==> src/rtl/aes_enc_wb_master_if.sv <==
`default_nettype none
// ============================================================================
// Module   : aes_enc_wb_master_if
// Brief    : Wishbone bus bundle between the AES master and the AES slave.
// Revision : 1.0
// ============================================================================
interface aes_enc_wb_master_if;
  logic [7:0]  wb_adr_o;
  logic [31:0] wb_dat_o;
  logic [31:0] wb_dat_i;
  logic [3:0]  wb_sel_o;
  logic        wb_we_o;
  logic        wb_cyc_o;
  logic        wb_stb_o;
  logic        wb_ack_i;

  modport master (
    output wb_adr_o, wb_dat_o, wb_sel_o, wb_we_o, wb_cyc_o, wb_stb_o,
    input  wb_dat_i, wb_ack_i
  );

  modport slave (
    input  wb_adr_o, wb_dat_o, wb_sel_o, wb_we_o, wb_cyc_o, wb_stb_o,
    output wb_dat_i, wb_ack_i
  );
endinterface
`default_nettype wire

==> src/rtl/aes_enc_wb_master.sv <==
`default_nettype none
// ============================================================================
// Module   : aes_enc_wb_master
// Brief    : Wishbone master for an AES slave: writes plaintext, polls done,
//            reads ciphertext. Define AES_WB_POLL_TIMEOUT_EN for poll timeout.
// Revision : 1.0
// ============================================================================
module aes_enc_wb_master #(
  parameter int RD_LAG   = 1,
  parameter int POLL_GAP = 4,
  parameter int POLL_MAX = 1024
) (
  input  wire          wb_clk_i,
  input  wire          wb_rst_i,
  input  wire          req_i,
  input  wire  [127:0] plaintext_i,
  output logic         busy_o,
  output logic         done_o,
  output logic         err_o,
  output logic [127:0] ciphertext_o,
  aes_enc_wb_master_if.master wb
);

  typedef enum logic [2:0] {
    S_IDLE     = 3'd0,
    S_WRITE    = 3'd1,
    S_GAP      = 3'd2,
    S_POLL     = 3'd3,
    S_POLL_CAP = 3'd4,
    S_READ     = 3'd5,
    S_READ_CAP = 3'd6,
    S_FINISH   = 3'd7
  } state_t;

  localparam int                 c_GAP_W    = (POLL_GAP > 1) ? $clog2(POLL_GAP) : 1;
  localparam logic [c_GAP_W-1:0] c_GAP_LAST = c_GAP_W'(POLL_GAP - 1);
  localparam bit                 c_LAG0     = (RD_LAG == 0);

  state_t               r_state, w_state_nxt;
  logic [1:0]           r_idx, w_idx_nxt;
  logic [c_GAP_W-1:0]   r_gap, w_gap_nxt;
  logic [127:0]         r_pt, w_pt_nxt;
  logic [95:0]          r_buf, w_buf_nxt;
  logic [127:0]         r_ct, w_ct_nxt;
  logic [31:0]          w_pt_word;
  logic                 w_poll_smp;
  logic                 w_rd_smp;

`ifdef AES_WB_POLL_TIMEOUT_EN
  localparam int                  c_POLL_W    = (POLL_MAX > 1) ? $clog2(POLL_MAX) : 1;
  localparam logic [c_POLL_W-1:0] c_POLL_LAST = c_POLL_W'(POLL_MAX - 1);
  logic [c_POLL_W-1:0] r_poll, w_poll_nxt;
  logic                r_err, w_err_nxt;
`endif

  always_ff @(posedge wb_clk_i) begin
    if (!wb_rst_i) begin
      r_state <= S_IDLE;
      r_idx   <= 2'd0;
      r_gap   <= '0;
      r_pt    <= '0;
      r_buf   <= '0;
      r_ct    <= '0;
`ifdef AES_WB_POLL_TIMEOUT_EN
      r_poll  <= '0;
      r_err   <= 1'b0;
`endif
    end else begin
      r_state <= w_state_nxt;
      r_idx   <= w_idx_nxt;
      r_gap   <= w_gap_nxt;
      r_pt    <= w_pt_nxt;
      r_buf   <= w_buf_nxt;
      r_ct    <= w_ct_nxt;
`ifdef AES_WB_POLL_TIMEOUT_EN
      r_poll  <= w_poll_nxt;
      r_err   <= w_err_nxt;
`endif
    end
  end

  always_comb begin
    w_state_nxt = r_state;
    w_idx_nxt   = r_idx;
    w_gap_nxt   = r_gap;
    w_pt_nxt    = r_pt;
    w_buf_nxt   = r_buf;
    w_ct_nxt    = r_ct;
    w_poll_smp  = 1'b0;
    w_rd_smp    = 1'b0;
`ifdef AES_WB_POLL_TIMEOUT_EN
    w_poll_nxt  = r_poll;
    w_err_nxt   = r_err;
`endif
    wb.wb_adr_o = 8'h00;
    wb.wb_dat_o = 32'h0;
    wb.wb_sel_o = 4'h0;
    wb.wb_we_o  = 1'b0;
    wb.wb_cyc_o = 1'b0;
    wb.wb_stb_o = 1'b0;

    case (r_idx)
      2'd0:    w_pt_word = r_pt[127:96];
      2'd1:    w_pt_word = r_pt[95:64];
      2'd2:    w_pt_word = r_pt[63:32];
      default: w_pt_word = r_pt[31:0];
    endcase

    case (r_state)
      S_IDLE: begin
        if (req_i) begin
          w_pt_nxt    = plaintext_i;
          w_idx_nxt   = 2'd0;
          w_state_nxt = S_WRITE;
`ifdef AES_WB_POLL_TIMEOUT_EN
          w_poll_nxt  = '0;
          w_err_nxt   = 1'b0;
`endif
        end
      end
      S_WRITE: begin
        wb.wb_cyc_o = 1'b1;
        wb.wb_stb_o = 1'b1;
        wb.wb_we_o  = 1'b1;
        wb.wb_sel_o = 4'hF;
        wb.wb_adr_o = {4'h0, r_idx, 2'b00};
        wb.wb_dat_o = w_pt_word;
        if (wb.wb_ack_i) begin
          if (r_idx == 2'd3) begin
            w_state_nxt = S_GAP;
            w_gap_nxt   = '0;
          end else begin
            w_idx_nxt = r_idx + 2'd1;
          end
        end
      end
      // Idle time lets the slave's stale done bit from a prior run clear.
      S_GAP: begin
        if (r_gap == c_GAP_LAST) w_state_nxt = S_POLL;
        else                     w_gap_nxt   = r_gap + 1'b1;
      end
      S_POLL: begin
        wb.wb_cyc_o = 1'b1;
        wb.wb_stb_o = 1'b1;
        wb.wb_sel_o = 4'hF;
        wb.wb_adr_o = 8'h20;
        if (wb.wb_ack_i) begin
          if (c_LAG0) w_poll_smp  = 1'b1;
          else        w_state_nxt = S_POLL_CAP;
        end
      end
      S_POLL_CAP: begin
        wb.wb_cyc_o = 1'b1;
        wb.wb_sel_o = 4'hF;
        wb.wb_adr_o = 8'h20;
        w_poll_smp  = 1'b1;
      end
      S_READ: begin
        wb.wb_cyc_o = 1'b1;
        wb.wb_stb_o = 1'b1;
        wb.wb_sel_o = 4'hF;
        wb.wb_adr_o = {4'h1, r_idx, 2'b00};
        if (wb.wb_ack_i) begin
          if (c_LAG0) w_rd_smp    = 1'b1;
          else        w_state_nxt = S_READ_CAP;
        end
      end
      S_READ_CAP: begin
        wb.wb_cyc_o = 1'b1;
        wb.wb_sel_o = 4'hF;
        wb.wb_adr_o = {4'h1, r_idx, 2'b00};
        w_rd_smp    = 1'b1;
      end
      S_FINISH: w_state_nxt = S_IDLE;
      default:  w_state_nxt = S_IDLE;
    endcase

    if (w_poll_smp) begin
      if (wb.wb_dat_i[0]) begin
        w_state_nxt = S_READ;
        w_idx_nxt   = 2'd0;
      end else begin
        w_state_nxt = S_GAP;
        w_gap_nxt   = '0;
`ifdef AES_WB_POLL_TIMEOUT_EN
        w_poll_nxt  = r_poll + 1'b1;
        if (r_poll == c_POLL_LAST) begin
          w_state_nxt = S_FINISH;
          w_err_nxt   = 1'b1;
        end
`endif
      end
    end

    // Words land in a side buffer so a partial read never disturbs ciphertext_o.
    if (w_rd_smp) begin
      case (r_idx)
        2'd0: w_buf_nxt[95:64] = wb.wb_dat_i;
        2'd1: w_buf_nxt[63:32] = wb.wb_dat_i;
        2'd2: w_buf_nxt[31:0]  = wb.wb_dat_i;
        default: begin
          w_ct_nxt    = {r_buf, wb.wb_dat_i};
          w_state_nxt = S_FINISH;
        end
      endcase
      if (r_idx != 2'd3) begin
        w_idx_nxt   = r_idx + 2'd1;
        w_state_nxt = S_READ;
      end
    end
  end

  assign busy_o       = (r_state != S_IDLE) && (r_state != S_FINISH);
  assign done_o       = (r_state == S_FINISH);
  assign ciphertext_o = r_ct;
`ifdef AES_WB_POLL_TIMEOUT_EN
  assign err_o        = done_o & r_err;
`else
  assign err_o        = 1'b0;
`endif

endmodule
`default_nettype wire

==> src/flat_wrapper.sv <==
// flat-port wrapper written by rule: the top's interface ports become plain ports
module aes_enc_wb_master_flat 
#(
  parameter int RD_LAG   = 1,
  parameter int POLL_GAP = 4,
  parameter int POLL_MAX = 1024
)
  (wb_clk_i, wb_rst_i, req_i, plaintext_i, busy_o, done_o, err_o, ciphertext_o, wb_wb_adr_o, wb_wb_dat_o, wb_wb_sel_o, wb_wb_we_o, wb_wb_cyc_o, wb_wb_stb_o, wb_wb_dat_i, wb_wb_ack_i);
  aes_enc_wb_master_if wb_i ();
  input  wire wb_clk_i;
  input  wire wb_rst_i;
  input  wire req_i;
  input  wire  [127:0] plaintext_i;
  output logic busy_o;
  output logic done_o;
  output logic err_o;
  output logic [127:0] ciphertext_o;
  output wire logic [$bits(wb_i.wb_adr_o)-1:0] wb_wb_adr_o;
  output wire logic [$bits(wb_i.wb_dat_o)-1:0] wb_wb_dat_o;
  output wire logic [$bits(wb_i.wb_sel_o)-1:0] wb_wb_sel_o;
  output wire logic [$bits(wb_i.wb_we_o)-1:0] wb_wb_we_o;
  output wire logic [$bits(wb_i.wb_cyc_o)-1:0] wb_wb_cyc_o;
  output wire logic [$bits(wb_i.wb_stb_o)-1:0] wb_wb_stb_o;
  input wire logic [$bits(wb_i.wb_dat_i)-1:0] wb_wb_dat_i;
  input wire logic [$bits(wb_i.wb_ack_i)-1:0] wb_wb_ack_i;
  assign wb_wb_adr_o = wb_i.wb_adr_o;
  assign wb_wb_dat_o = wb_i.wb_dat_o;
  assign wb_wb_sel_o = wb_i.wb_sel_o;
  assign wb_wb_we_o = wb_i.wb_we_o;
  assign wb_wb_cyc_o = wb_i.wb_cyc_o;
  assign wb_wb_stb_o = wb_i.wb_stb_o;
  assign wb_i.wb_dat_i = wb_wb_dat_i;
  assign wb_i.wb_ack_i = wb_wb_ack_i;
  aes_enc_wb_master #(.RD_LAG(RD_LAG), .POLL_GAP(POLL_GAP), .POLL_MAX(POLL_MAX)) u_core (.wb_clk_i(wb_clk_i), .wb_rst_i(wb_rst_i), .req_i(req_i), .plaintext_i(plaintext_i), .busy_o(busy_o), .done_o(done_o), .err_o(err_o), .ciphertext_o(ciphertext_o), .wb(wb_i));
endmodule
==> config.mk <==
export PLATFORM = sky130hd
export DESIGN_NAME = aes_enc_wb_master_flat
export DESIGN_NICKNAME = d
export VERILOG_FILES = /design/src/rtl/aes_enc_wb_master_if.sv /design/src/rtl/aes_enc_wb_master.sv /design/src/flat_wrapper.sv
export SDC_FILE = /design/constraint.sdc
export NUM_CORES = 1
export LEC_CHECK = 0
export CORE_MARGIN = 1
export CORE_UTILIZATION = 52
export CTS_BUF_LIST = sky130_fd_sc_hd__clkbuf_2
export DETAILED_ROUTE_END_ITERATION = 16
export GPL_ROUTABILITY_DRIVEN = 0
export GPL_TIMING_DRIVEN = 0
export MAX_ROUTING_LAYER = met4
export PLACE_DENSITY_LB_ADDON = 0.2
export SETUP_SLACK_MARGIN = 0.5
export SLEW_MARGIN = 20
export SYNTH_ARGS = -nofsm -noshare
export SYNTH_HDL_FRONTEND = slang
export SYNTH_SLANG_ARGS = --single-unit
==> constraint.sdc <==
create_clock -name wb_clk_i -period 2.4 [get_ports wb_clk_i]
set_input_delay 0.24 -clock wb_clk_i [delete_from_list [all_inputs] [get_ports wb_clk_i]]
set_output_delay 0.24 -clock wb_clk_i [all_outputs]
set_load 0.05 [all_outputs]
# After elaboration in Yosys (flattened, before gate mapping)
# Cells that the tools add are included.
# Widths: inputs -> output; s select.
# op_classes
mux,35
add_sub_neg,2
bitwise_logic,1
mul,0
div_mod_pow,0
n_shift,0
order_cmp,0
n_reduce_logical,14
eq_ne,13
# op_table
operator,n
$pmux 32 s3,1
$mux 3,11
$mux 32,1
$mux 2,12
$pmux 3 s6,1
$pmux 6 s3,1
$eq 3x3->1 const B,4
$reduce_and 2->1,5
$pmux 2 s2,2
$eq 2x2->1 const B,3
$eq 3x2->1 const B,2
$reduce_or 3->1,2
$mux 1,5
$reduce_or 5->1,1
$add 2x1->2 const B,2
$mux 4,1
$reduce_or 2->1,2
$eq 3x1->1 const B,1
$logic_not 3->1,1
$ne 3x3->1 const B,1
$reduce_bool 3->1,1
$eq 2x1->1 const B,1
$logic_not 2->1,1
$ne 2x2->1 const B,1
2 further kinds,2
# totals
input_bits,164
memories,0
wordCells,73
latchBits,0
romBits,0
output_inout_bits,178
regBits,359
ram_bits,0

# Depth between registers and ports, before layout
# Gate-level depths: netlist of the first run.
# logic_depth
depth_word,8
mapped_depth,8
ltp_nobuf,6

# Worst setup path before layout of the first run
# No wires, ideal clock.
# synth_path
kind,register to output
start,register with a tool-made name
end,output wb_wb_sel_o[0]
path_stages_with_launch,6
required_time_ns,2.160
path_buffers,3
setup_slack_ns,-0.019
arrival_time_ns,2.179
cell_sequence,dfxtp_1 buf_4 clkbuf_1 and3_1 nor2_1 buf_4
# synth_lines
element,line,rtl
"end, declared",flat_wrapper.sv:20,output wire logic [$bits(wb_i.wb_sel_o)-1:0] wb_wb_sel_o;

# Worst setup path in the final report of the first run
# layout_path
start,register u_core.r_idx[0]
end,output wb_wb_dat_o[18]
# layout_between
elab_chain_len,3
word_cells_on_any_way,5
classes_between,2 x eq/ne; 2 x mux; 1 x reduce/logical
# layout_lines
element,line,rtl
"start, declared",aes_enc_wb_master.sv:40,"logic [1:0] r_idx, w_idx_nxt;"
"start signal, assigned",aes_enc_wb_master.sv:70,r_idx <= w_idx_nxt;
$eq 2x2->1 (tied with other cells),aes_enc_wb_master.sv:102,case (r_idx)
$pmux 32 s3 *,aes_enc_wb_master.sv:102,
$mux 32 *,aes_enc_wb_master.sv:109,case (r_state)
"end, declared",flat_wrapper.sv:19,output wire logic [$bits(wb_i.wb_dat_o)-1:0] wb_wb_dat_o;
# Every way passes the cells marked *; elsewhere a longest branch is shown, timed or not.

==> metrics.txt, run 1 <==
GRT overflow 0; row count just over 60; mapped cell area 14600 µm²; Avg Inst Size Synth approximately 8.2 µm²; worst-path fanout max 7; pwr dens roughly 550 nW/µm²; Max Slew Vio Count 0; Final Hold Violating Endpoints 0; largest net degree at the start of global routing 15; data arrival time of the worst path around 2.9 ns; Worst setup EP type output pin; M1 WL 19300 µm; failing checks negative setup slack; post-layout worst setup margin -0.727 ns; minimum clock period roughly 3.1 ns; Ports ~340; CTS tree built; routed wl met2 26200 µm; Post-Synthesis Cells about 1800; RSZ-0062 raised after global routing yes; most frequent cells in the layout nand2_1 (718), dfxtp_1 (354), a21boi_0 (182); Seq/Total Area, Yosys 49.1%; Core Util, Final 76.8%; Crit. Startpoint u_core.r_idx[0]$_SDFF_PN0_; setup violators final 32; vias in the first global route 15300; core area 27700 µm²; Final Net Count 2558; critical path class reg -> out; initial antenna violation count 2; Final HPWL DP 33900 µm; Worst setup SP type register; worst skew pair latency 0.94 ns; drt via density 5.49; hold crit path type in -> reg; clk sink count approximately 360; DRT antenna net count 0; Area Overhead vs Synth 45.3%; Post-Route WL 53100 µm; Die Wd 170 µm; Starting Density 52.8%; DR vias 15600; clk buf depth 3; TritonCTS Buffers slightly below 90; htree depth 3; number of synthesized register bits 359; total die area 28800 µm²; Max-Cap Viols 0; Die Y 170 µm; clk_skew 0.0945 ns; Syn. warnings 0; first-pass GRT wire length 78400 µm; Leakage 8.35 nW; top routing layer used met4; Clock transition at path regs 0.12 ns; Port Buf Inserts 334; Met3 Routed Length ~4500 µm; Pwr Total 11.8 mW; design area 21300 µm²; status complete, but fails checks; drt wl/cell ~19 µm; FF-to-FF setup slack 0.41 ns; Hold Path Origin wb_wb_dat_i[24]; worst vdd ir 287 µV; maximum clock frequency approximately 320 MHz; gr usage total 36.0%; Required @ worst endpoint ~2.2 ns; fin crit share 130%; Placed Area 18700 µm²; Rel. slew slack 42.5%; Root Buffer clkbuf_2; layout cells sized above 1 22.3%; final cell count without fillers 2833; most common cell after layout, fill and taps aside nand2_1; actual slew at the worst max-slew pin 0.863 ns; Detailed Routing Iterations Pass 1 12; post-synthesis cell type count 37; Placed Cells 2501; Starting DRT DRC Count 1368; Remaining DRCs 0
[cell usage after synthesis]
| master | count | share of area (%) |
|---|---|---|
| nand2_1 | 720 | 18 |
| dfxtp_1 | 359 | 49 |
| a21boi_0 | 206 | 11 |
| a21boi_1 | 148 | 7.6 |
| nor2_1 | 74 | 1.9 |
| clkbuf_1 | 66 | 1.7 |
| a21oi_1 | 39 | 1.3 |
| buf_2 | 37 | 1.3 |
| a222oi_1 | 32 | 2.2 |
| buf_4 | 29 | 1.5 |
| buf_6 | 22 | 1.7 |
| ha_1 | 7 | 0.60 |
| o21ai_0 | 6 | 0.21 |
| and2_1 | 5 | 0.21 |
| inv_1 | 4 | 0.10 |
| buf_1 | 3 | 0.077 |
| nor2b_1 | 3 | 0.13 |
| a22o_1 | 2 | 0.12 |
| a32o_1 | 2 | 0.14 |
| mux2i_1 | 2 | 0.14 |
| nor3_1 | 2 | 0.068 |
| o21a_1 | 2 | 0.10 |
| a31oi_1 | 1 | 0.043 |
| a32oi_1 | 1 | 0.060 |
| and2_4 | 1 | 0.060 |
| and3_1 | 1 | 0.043 |
| and3b_1 | 1 | 0.060 |
| and4b_1 | 1 | 0.068 |
| buf_8 | 1 | 0.10 |
| conb_1 | 1 | 0.026 |
| nand2b_1 | 1 | 0.043 |
| nand3_1 | 1 | 0.034 |
| nand3b_1 | 1 | 0.051 |
| nor4b_2 | 1 | 0.10 |
| o211ai_1 | 1 | 0.051 |
| o221ai_1 | 1 | 0.060 |
| o2bb2ai_1 | 1 | 0.060 |
[layout make-up]
type                            count  area, µm²
Timing Repair Buffer              508       4540
Inverter                            4       25.0
Antenna cell                        2       5.00
Sequential cell                   359       7200
Tap cell                          378        473
Buffer                            158       1280
Multi-Input combinational cell   1268       7000
Fill cell                        1838       6420
Clock inverter                     40        184
Clock buffer                      116        581
[final timing paths]
kind / end / cells past startpoint
worst max-delay path: wb_wb_dat_o[18] / 9
worst min-delay path: u_core.r_buf[56]$_SDFFE_PN0P_ / 3
worst max register to register: u_core.r_pt[15]$_SDFFE_PN0P_ / 9
worst min register to register: u_core.ciphertext_o[33]$_SDFFE_PN0P_ / 2
[flip-flops by register name (all words and copies together) (netlist names), named ones only]
signal / flops
u_core.ciphertext_o: 128
u_core.r_buf: 96
u_core.r_gap: 2
u_core.r_idx: 2
u_core.r_pt: 128
[power by group]
group	total, mW	internal, mW	switching, mW
clock network	3.94	1.36	2.58
registers	6.17	6.08	0.0995
logic	1.64	0.820	0.824
[per-layer routing]
metal	vias up	global-route usage [%]
met1	7232	37.7
met5	-	-
li1	7107	-
met2	957	63.4
met3	261	7.28
met4	0	19.9
[repair_timing]
item                                    in CTS  in global routing
buffers inserted                            17                 19
pin swaps                                   46                 52
endpoints found under the setup margin     174                124
cloned                                       3                  0
hold endpoints to repair                   167                  0
resized for setup                          939                157
hold buffers                               135                  0
[metrics by stage]
stage / setup TNS [ns] / worst slack (ns) / hold slack (ns)
3_5_place_dp: -20.89 / -0.749 / 0.442
3_3_place_gp: -19.87 / -0.721 / 0.438
5_1_grt: -19.15 / -0.726 / 0.0212
2_1_floorplan: 0 / 0.403 / 0.375
6_report: -16.14 / -0.727 / 0.0303
4_1_cts: -14.01 / -0.521 / 0.0162
[critical path, cell delays in order (launching register included)]
cell       delay, ns
dfxtp_4         0.40
inv_4           0.05
ha_4            0.16
clkbuf_16       0.16
buf_8           0.14
a222oi_1        0.53
nor2_1          0.15
a21oi_2         0.19
nor2_4          0.06
buf_6           0.16
[kinds of logic after synthesis]
| kind of cell | count (synthesis) | share of synthesized area, % |
|---|---|---|
| AND/OR/NAND/NOR | 812 | 21.2 |
| AO/OA/AOI/OAI | 442 | 22.5 |
| flip-flops | 359 | 49.1 |
| buffers and inverters | 162 | 6.42 |
| adder cells (fa/ha/maj) | 7 | 0.598 |
| multiplexers | 2 | 0.137 |
| other | 1 | 0.0256 |
Power figures use the tool's default switching activity.
==> run 2: changes to the inputs <==
Settings changed: CORE_UTILIZATION 52 to 50.
==> run 2 against run 1 <==
  * Largest cell class unchanged
  * Non-clock buffer count decreased by 1
  * Total power increased by 2.6%
  * First-iteration DRC count decreased by 9.1%
  * Clock power increased by 7.1%
  * Via count decreased by 1.3%
  * The flow still finishes with violations (negative setup slack)
==> metrics.txt, run 2 (synthesis results as in run 1) <==
status complete, but fails checks; failing checks negative setup slack; worst vdd ir roughly 350 µV; htree depth 3; first-pass GRT wire length 78700 µm; vias in the first global route 15200; fill cell total of the finished layout 1989; Max Slew Vio Count 0; Remaining DRCs 0; minimum clock period between 3 and 4 ns; Final HPWL DP approximately 34000 µm; Ports 342; DR vias between 15000 and 20000; Placed Area 18700 µm²; pwr dens around 560 nW/µm²; clk sink count 359; critical path class reg -> out; core area 28800 µm²; RSZ-0062 raised after global routing yes; Worst setup SP type register; CP peak stage delay 0.44 ns; Max-Cap Viols 0; GRT overflow 0; maximum clock frequency 332 MHz; CP bufs+invs 4; Die Wd 173 µm; Leakage between 8 and 9 nW; clk_skew 0.0797 ns; Required @ worst endpoint 2.16 ns; worst-path fanout max 7; most frequent cells in the layout nand2_1 (714), dfxtp_1 (354), a21boi_1 (197); Detailed Routing Iterations Pass 1 8; total die area 30000 µm²; Worst setup EP type output pin; fin crit share 125%; initial antenna violation count 1; Critical Path Most Common Cell clkbuf_16; DRT antenna net count 0; slowest CP cell a222oi_1; design area 21400 µm²; Root Buffer clkbuf_2; layout cells sized above 1 23.4%; Die Y 173 µm; most common cell after layout, fill and taps aside nand2_1; TritonCTS Buffers 90; drt via density 5.43; clk buf depth 3; largest net degree at the start of global routing 15; Starting Density 50.9%; Port Buf Inserts approximately 330; Area Overhead vs Synth 46.2%; drt wl/cell around 19 µm; Post-Route WL 53500 µm; critical path's top delay family compound AO/OA/AOI/OAI gates; gr usage total between 30% and 40%; Final Net Count 2559; actual slew at the worst max-slew pin 0.739 ns; setup violators final 35; worst path cell trace inv_4 -> ha_4 -> clkbuf_16 -> clkbuf_16 -> a222oi_1 -> nor2_1 -> a21oi_2 -> nor2_4 -> buf_6; Clock transition at path regs around 0.11 ns; setup tns final -16.18 ns; CTS tree built; post-layout worst setup margin -0.609 ns; Final Hold Violating Endpoints 0; row count 62; Core Util, Final 74.4%; Rel. slew slack between 50% and 60%; hold crit path type in -> reg; data arrival time of the worst path 2.77 ns; Starting DRT DRC Count between 1000 and 1500; worst skew pair latency 0.92 ns
run 2: cell count changes in the layout (fill, tap and decap cells not counted), moves of 3 or more:
| cell | previous run | this run |
|---|---|---|
| clkinv_1 | 28 | 11 |
| clkbuf_4 | 13 | 9 |
| clkbuf_8 | 8 | 5 |
| clkinv_2 | 5 | 2 |
| a21boi_0 | 182 | 154 |
| a21boi_1 | 171 | 197 |
| nand2_2 | 0 | 5 |
| bufinv_16 | 0 | 3 |
| dlygate4sd3_1 | 135 | 126 |
| nand2_1 | 718 | 714 |
| buf_2 | 120 | 110 |
| clkbuf_2 | 149 | 181 |
| clkbuf_16 | 6 | 11 |
run 2: cell type report:
class                           instances  area, µm²  share of cell area [%]
Buffer                                158       1290                    6.04
Timing Repair Buffer                  507       4540                    21.2
Multi-Input combinational cell       1268       7050                    32.9
Clock buffer                          128        641                    2.99
Antenna cell                            2       5.00                  0.0234
Sequential cell                       359       7200                    33.6
Tap cell                              384        480                    2.24
Inverter                                4       27.5                   0.129
Clock inverter                         20        175                   0.818
run 2: final timing paths:
path / from / endpoint / slack (ns) / depth (start not counted)
setup / recovery: u_core.r_idx[0]$_SDFF_PN0_ / wb_wb_dat_o[5] / -0.61 / 9
setup reg to reg: register / u_core.r_pt[15]$_SDFFE_PN0P_ / 0.39 / 10
hold reg to reg: u_core.r_buf[88]$_SDFFE_PN0P_ / u_core.ciphertext_o[120]$_SDFFE_PN0P_ / 0.44 / 2
hold / removal: wb_wb_dat_i[25] / u_core.r_buf[57]$_SDFFE_PN0P_ / 0.07 / 3
run 2: routing by layer:
layer	vias to the layer above	share of wire [%]	global-route usage, %
met5	-	0	-
met4	0	5.6	17.0
li1	7077	-	-
met1	7163	36	36.9
met2	894	50	60.6
met3	220	8.0	6.40
run 2: per-stage QoR:
step,hold WS [ns],std cells,setup slack (ns),total power [mW]
final,0.0703,2830,-0.609,12.1
after global routing,0.0184,2830,-0.713,12.5
after CTS,0.000357,2808,-0.590,11.9
after detailed placement,0.444,2507,-0.777,7.50
after global placement,0.437,2507,-0.773,7.48
after floorplan,0.375,1789,0.403,6.92
run 2: worst register-to-register path, cell delays in order (launching register included):
cell and delay (ns):
dfxtp_2 0.34, buf_6 0.12, buf_8 0.14, buf_6 0.13, nor4b_4 0.26, buf_4 0.17, buf_8 0.14, buf_12 0.16
clkbuf_16 0.16, nand2_1 0.10, a21boi_1 0.21
run 2: repair_timing:
| item | in CTS | in global routing |
|---|---|---|
| hold buffers | 126 | 0 |
| endpoints found under the setup margin | 173 | 222 |
| buffers inserted | 24 | 17 |
| hold endpoints to repair | 132 | 0 |
| resized for setup | 836 | 239 |
| gates cloned | 3 | 3 |
| pin swaps | 47 | 35 |
run 2: where the power goes:
| group | switching [mW] | internal [mW] |
|---|---|---|
| Clock | 2.47 | 1.75 |
| Combinational | 0.838 | 0.838 |
| Sequential | 0.0923 | 6.07 |
